File: src/rtl/irq_pending_latch.sv
// rtl/irq_pending_latch.sv - Edge-capturing pending latch with masked snapshot handshake for an 8-input priority encoder
//
// Optional build macro: IRQ_PENDING_LATCH_SYNC_EN
//   defined   : a 2-flop synchronizer per request line precedes edge detection,
//               irq_in may be asynchronous, edge-to-snapshot latency is 4 clocks.
//   undefined : irq_in feeds edge detection directly, latency is 2 clocks.

module irq_pending_latch #(
    parameter int N     = 8,
    parameter int IDX_W = 3
) (
    input  logic             clk,
    input  logic             rst_n,
    input  logic [N-1:0]     irq_in,
    input  logic [N-1:0]     mask,
    input  logic             ack_valid,
    input  logic [IDX_W-1:0] ack_idx,
    input  logic             clr_ovf,
    output logic [N-1:0]     pend_out,
    output logic             irq_req,
    output logic             ovf
);

    typedef enum logic [0:0] {
        ST_IDLE     = 1'b0,
        ST_WAIT_ACK = 1'b1
    } state_t;

    // Request lines as seen by the edge detector
    logic [N-1:0] irq_s;

`ifdef IRQ_PENDING_LATCH_SYNC_EN
    logic [N-1:0] sync1_q;
    logic [N-1:0] sync2_q;

    // Two-stage synchronizer; both stages clear on reset so no spurious edge is seen
    always_ff @(posedge clk or negedge rst_n) begin
        if (!rst_n) begin
            sync1_q <= '0;
            sync2_q <= '0;
        end else begin
            sync1_q <= irq_in;
            sync2_q <= sync1_q;
        end
    end

    assign irq_s = sync2_q;
`else
    assign irq_s = irq_in;
`endif

    logic [N-1:0] irq_dly_q;
    logic [N-1:0] pending_q;
    logic [N-1:0] pending_d;
    logic         ovf_q;
    logic         ovf_d;
    logic [N-1:0] pend_out_q;
    logic [N-1:0] pend_out_d;
    logic         irq_req_q;
    logic         irq_req_d;
    state_t       state_q;
    state_t       state_d;

    logic [N-1:0] rise;
    logic [N-1:0] ack_onehot;
    logic         ack_in_range;
    logic         ack_accept;
    logic [N-1:0] clr_vec;
    logic [N-1:0] masked_pending;

    // Rising edges: the delayed copy resets to 0, so a line already high at
    // reset release is treated as a fresh edge on the first clock.
    assign rise = irq_s & ~irq_dly_q;

    // One-hot of the acknowledged index; an out-of-range index shifts out to zero
    assign ack_onehot   = {{(N-1){1'b0}}, 1'b1} << ack_idx;
    assign ack_in_range = (32'(ack_idx) < N);

    // Only an acknowledge naming a bit of the frozen snapshot is accepted
    assign ack_accept = (state_q == ST_WAIT_ACK) && ack_valid && ack_in_range
                        && ((pend_out_q & ack_onehot) != '0);

    assign clr_vec        = ack_accept ? ack_onehot : '0;
    assign masked_pending = pending_q & mask;

    // Pending update: a new edge on a line wins over its clear in the same cycle
    always_comb begin
        pending_d = (pending_q & ~clr_vec) | rise;
    end

    // Sticky overflow: an edge on a line that stays pending outranks clr_ovf
    always_comb begin
        ovf_d = ovf_q;
        if ((rise & pending_q & ~clr_vec) != '0) begin
            ovf_d = 1'b1;
        end else if (clr_ovf) begin
            ovf_d = 1'b0;
        end
    end

    // Snapshot handshake: take a masked snapshot in IDLE, hold it frozen until accepted
    always_comb begin
        state_d    = state_q;
        pend_out_d = pend_out_q;
        irq_req_d  = irq_req_q;
        case (state_q)
            ST_IDLE: begin
                if (masked_pending != '0) begin
                    pend_out_d = masked_pending;
                    irq_req_d  = 1'b1;
                    state_d    = ST_WAIT_ACK;
                end else begin
                    pend_out_d = '0;
                    irq_req_d  = 1'b0;
                end
            end
            ST_WAIT_ACK: begin
                if (ack_accept) begin
                    pend_out_d = '0;
                    irq_req_d  = 1'b0;
                    state_d    = ST_IDLE;
                end
            end
            default: begin
                pend_out_d = '0;
                irq_req_d  = 1'b0;
                state_d    = ST_IDLE;
            end
        endcase
    end

    // State registers; reset drops everything including any pending requests
    always_ff @(posedge clk or negedge rst_n) begin
        if (!rst_n) begin
            irq_dly_q  <= '0;
            pending_q  <= '0;
            ovf_q      <= 1'b0;
            pend_out_q <= '0;
            irq_req_q  <= 1'b0;
            state_q    <= ST_IDLE;
        end else begin
            irq_dly_q  <= irq_s;
            pending_q  <= pending_d;
            ovf_q      <= ovf_d;
            pend_out_q <= pend_out_d;
            irq_req_q  <= irq_req_d;
            state_q    <= state_d;
        end
    end

    assign pend_out = pend_out_q;
    assign irq_req  = irq_req_q;
    assign ovf      = ovf_q;

endmodule

File: config.mk
export PLATFORM = sky130hd
export DESIGN_NAME = irq_pending_latch
export DESIGN_NICKNAME = d
export VERILOG_FILES = /design/src/rtl/irq_pending_latch.sv
export SDC_FILE = /design/constraint.sdc
export NUM_CORES = 1
export LEC_CHECK = 0
export ABC_AREA = 1
export BUFFER_PORTS_ARGS = -buffer_cell sky130_fd_sc_hd__buf_2
export CAP_MARGIN = 40
export CORE_AREA = 2 2 90 66
export DETAILED_ROUTE_END_ITERATION = 12
export DIE_AREA = 0 0 92 68
export GPL_TIMING_DRIVEN = 0
export PLACE_DENSITY = 0.51
export SYNTH_ARGS = -nofsm -noshare
export SYNTH_HDL_FRONTEND = slang
export SYNTH_SLANG_ARGS = --single-unit
File: constraint.sdc
create_clock -name clk -period 2.4 [get_ports clk]
set_input_delay 0.24 -clock clk [delete_from_list [all_inputs] [get_ports clk]]
set_output_delay 0.24 -clock clk [all_outputs]
set_load 0.1 [all_outputs]
**Yosys cells after proc, flatten, opt, wreduce, memory -nomap -nowiden**

Index checks and enable logic that the tools add are counted.

- Latch bits: 0
- Bits of input ports: 23
- Output and inout port bits: 10
- Register bits after elaboration: 27
- Bits in read-only memories: 0
- Memory bits (writable): 0
- Memories: 0

- Add/subtract/negate cells: 0
- Div/mod/pow operators: 0
- Reduce and logical (&&, ||, !) cells: 6
- Equal/unequal tests: 1
- Bitwise gates (word level): 10
- Multipliers: 0
- Shift operators: 1
- Mux-type cells: 11
- Magnitude comparators: 0

Operator list:

| cell | count |
|---|---|
| $and A8 B8 Y8 | 6 |
| $mux W8 | 3 |
| $reduce_bool A8 Y1 | 3 |
| $not A8 Y8 | 2 |
| $pmux W8 S2 | 1 |
| $or A8 B8 Y8 | 1 |
| $shl A1 B3 Y8 const A | 1 |
| $mux W1 | 5 |
| $pmux W1 S2 | 2 |
| $logic_and A1 B1 Y1 | 2 |
| $ne A2 B1 Y1 const B | 1 |
| $reduce_bool A2 Y1 | 1 |
| $not A1 Y1 | 1 |

**Longest topological paths before layout**

- Depth after elaboration: 9
- Depth in mapped cells: 11
- Gate-level depth less buffers: 10

**Worst setup path after synthesis**

No wires, ideal clock.

- Kind: flip-flop to flip-flop
- From: reg pend_out_q[5] (netlist: pend_out[5])
- To: reg ovf_q (netlist: ovf)
- Stages on the path, launching flop included: 10
- Clock period less this slack: 1.786 ns
- Path slack: 0.614 ns
- Data required time: 2.275 ns
- Path buffers: 0
- Arrival time: 1.661 ns
- Library setup time: 0.125 ns
- Cells stage by stage: dfrtp_1 nand4_1 nand2_1 nor2_2 nand2_4 nand3_1 nand2_1 nand2_1 nor2_1 nand3_1

- Word-level cells in the longest chain between the ends: 8

Ends and longest elaborated chain:

| element | RTL line | source |
|---|---|---|
| start: declaration | 57 | `logic [N-1:0] pend_out_q;` |
| start signal: assignment | 145 | `pend_out_q <= pend_out_d;` |
| $and A8 B8 Y8 * | 81 | `&& ((pend_out_q & ack_onehot) != '0);` |
| $reduce_bool A8 Y1 * | 81 |  |
| $logic_and A1 B1 Y1 * | 81 |  |
| $mux W8 * | 83 | `assign clr_vec = ack_accept ? ack_onehot : '0;` |
| $not A8 Y8 * | 94 | `if ((rise & pending_q & ~clr_vec) != '0) begin` |
| $and A8 B8 Y8 * | 94 |  |
| $reduce_bool A8 Y1 * | 94 |  |
| $mux W1 or $reduce_bool A2 Y1 (tied branches) | n/a |  |
| end signal: assignment | 144 | `ovf_q <= ovf_d;` |
| end: declaration | 55 | `logic ovf_q;` |

Every way passes the cells marked *; elsewhere a longest branch is shown, timed or not.
A chain may end at the register's enable or synchronous reset.

**Worst setup path in the final report**

- From: reg state_q
- To: reg pend_out_q[7] (netlist: pend_out[7])

- Word-level cells in the longest chain between the ends: 3

Ends and longest elaborated chain:

| element | RTL line | source |
|---|---|---|
| start: declaration | 61 | `state_t state_q;` |
| start signal: assignment | 147 | `state_q <= state_d;` |
| $logic_and A1 B1 Y1 | 80 | `assign ack_accept = (state_q == ST_WAIT_ACK) && ack_valid && ack_in_range` |
| $logic_and A1 B1 Y1 | 81 |  |
| $ne A2 B1 Y1 (no source line) | n/a |  |

Several ways; a longest one is shown, not always the timed one.

==> flow_summary.ini <==
[timing]
skew_ns = 0.005007
hold_viol = 0
relSlewSlack_pct = 57.54
timing.setup.tns_ns = 0
worst_pin_slew_ns = 0.6369
drv_slew = 0
period_share_pct = 57.28
finalSetupViolations = 0
clock.fmax_mhz = 727.4
period_needed_ns = 1.375
rsz0062_at_grt = no

[yosys]
yosysTopAreaCellShare_pct = 51.48
synth-seq-cells = 27
synth_cell_types = 19
yosysWarningCount = 0
synth.yosys.seq_area_share_pct = 51.48
synthCells = 162
synth_top_cell_by_area = dfrtp_1
synth_area_leaders = dfrtp_1 (51%), nand2_1 (13%), nand3_1 (8.0%)
syn-num-nets = 185
synthesis.area_mm2 = 0.001313
avgSynthCellArea_um2 = 8.102

[power_and_ir_drop]
p_sw_share_pct = 52.91
vdd_drop_max_v = 0.0002143
total_power_mw = 1.769
leakagePower_nw = 0.8670
power_switching_uw = 936.1
p_int_uw = 833.1
power.share.clock_pct = 14.8
power.density_cell_area_mw_per_mm2 = 1101
power_frac_comb_pct = 50.3
power_frac_seq_pct = 34.9

[grt]
grt_max_degree = 28
antenna_found_initial = 0
grt_first_pass_wirelength_mm = 5.306
grt_overflow_total = 0
grt_pass1_vias = 1132
track_usage_pct = 10.89

[detailed_routing]
ant_nets = 0
drt-pass1-iter-count = 4
drc = 0
vias = 1139
wl_mm = 3.106
first_iter_violations = 48
wl_per_cell_um = 11.46
drt-vias-per-instance = 4.203

[finish]
n_antenna_cell = 0
nets = 220
area_growth_syn_to_layout_pct = 22.40
layout_commonest_cell = nand2_1
final_cell_mix = nand2_1 (46), buf_2 (30), dfrtp_1 (27)
drive_above_1_share_pct = 22.45
final_cells = 271

[floorplanning]
rows = 23
start_util_pct = 24.00
core_mm2 = 0.005468
die_w_um = 92
die-height_um = 68
die_area_mm2 = 0.006256
io_pins = 33

[clock_tree]
htreeDepth = 1
postCtsSetupBuffers = 0
clk_pin_slew_worst_paths_ns = 0.09
cts_tree = built
cts_max_path_buffers = 2
tritoncts.num_buffers = 3
clock_latency_ns = 0.27
clkSinkCount = 27
root_buffer = clkbuf_8

[setup_path]
start_kind = flip-flop
worstPathRequired_ns = 2.60
end_kind = flip-flop
crit_type = reg2reg
cp.arrival_ns = 1.57
crit_fanout = 10

[placed_design]
dp_hpwl_mm = 2.389
portBuffers = 29
dp.cells = 266
gp_congestion = 0.7826

[worst_hold_path]
hold_path.class = in2reg

[outcome]
outcome = complete, no violations

[run]
drv_cap = 0
[sequential cells by signal, summed over array words and instances (netlist names)]
signal	count
irq_dly_q	8
irq_req	1
ovf	1
pend_out	8
pending_q	8
state_q	1
[cell families after synthesis]
family / after synthesis / share of synthesized area, %
buffers and inverters: 26 / 9.246
AOI/OAI and AO/OA: 13 / 5.148
and+or+nand+nor: 96 / 34.13
DFF: 27 / 51.48
[worst max-delay path: stages (launching register included)]
cell and delay (ns):
dfrtp_1 0.37, buf_2 0.18, nand2_1 0.08, clkinv_1 0.22
nand2_2 0.27, nand3_1 0.09, o21ai_0 0.09
[stage by stage]
step	hold WS, ns	cell area, um2	util (%)	setup WS (ns)
finish	0.07746	1607	29.38	1.025
global route	0.06301	1607	29.38	0.8431
CTS	0.06787	1607	29.38	1.013
detailed placement	0.2956	1551	28.38	1.005
global placement	0.2993	1551	28.38	1.010
floorplan	-0.05559	1313	-	0.6141
[power groups by stage]
stage / Sequential [mW] / Combinational (mW) / Clock (mW)
2_1_floorplan: 1.10 / 0.240 / 0
3_3_place_gp: 0.627 / 0.887 / 0
3_5_place_dp: 0.627 / 0.893 / 0
4_1_cts: 0.618 / 0.896 / 0.277
5_1_grt: 0.630 / 0.955 / 0.294
6_report: 0.617 / 0.890 / 0.262
[path summary, 6_finish.rpt]
check	startpoint	end	slack [ns]	depth (start not counted)
setup reg to reg	state_q	pend_out[7]	1.03	6
setup / recovery	state_q	pend_out[7]	1.03	6
hold / removal	irq_in[3]	irq_dly_q[3]	0.08	1
min in group asynchronous	rst_n	irq_dly_q[3]	0.51	2
max in group asynchronous	rst_n	pending_q[4]	1.47	2
hold reg to reg	irq_dly_q[4]	pending_q[4]	0.45	1
[cell type report]
class / count / area (um2)
fill: 641 / 3861
clock buffer: 4 / 45.04
sequential: 27 / 675.6
multi-input combinational: 109 / 515.5
buffer: 5 / 42.54
tap: 75 / 93.84
inverter: 21 / 78.83
timing repair buffer: 30 / 155.1
[repair_timing]
| item | in CTS | in global routing |
|---|---|---|
| hold buffers | 1 | 0 |
| setup endpoints to repair | 0 | 0 |
| endpoints found under the hold margin | 27 | 0 |
| gates resized for setup | 0 | 0 |
[metal layers]
layer / track usage (%) / vias up / wire length [um]
met3: 3.634 / 2 / 175
met4: 1.679 / 0 / 12
met5: 0 / - / 0
li1: - / 591 / -
met1: 15.76 / 520 / 1725
met2: 16.08 / 26 / 1193
[cells in the mapped netlist]
| cell | number |
|---|---|
| nand3_1 | 21 |
| buf_2 | 1 |
| nand4_1 | 8 |
| inv_1 | 17 |
| nand2_1 | 46 |
| nor3_1 | 6 |
| inv_2 | 3 |
| nor2_4 | 1 |
| o21bai_1 | 1 |
| clkbuf_1 | 1 |
| nand2_2 | 1 |
| o21ai_0 | 12 |
| nor3b_1 | 3 |
| nor2_1 | 7 |
| nor2_2 | 2 |
| dfrtp_1 | 27 |
| nand2_4 | 1 |
| clkinv_1 | 1 |
| buf_6 | 3 |
(Power assumes the default switching activity.)
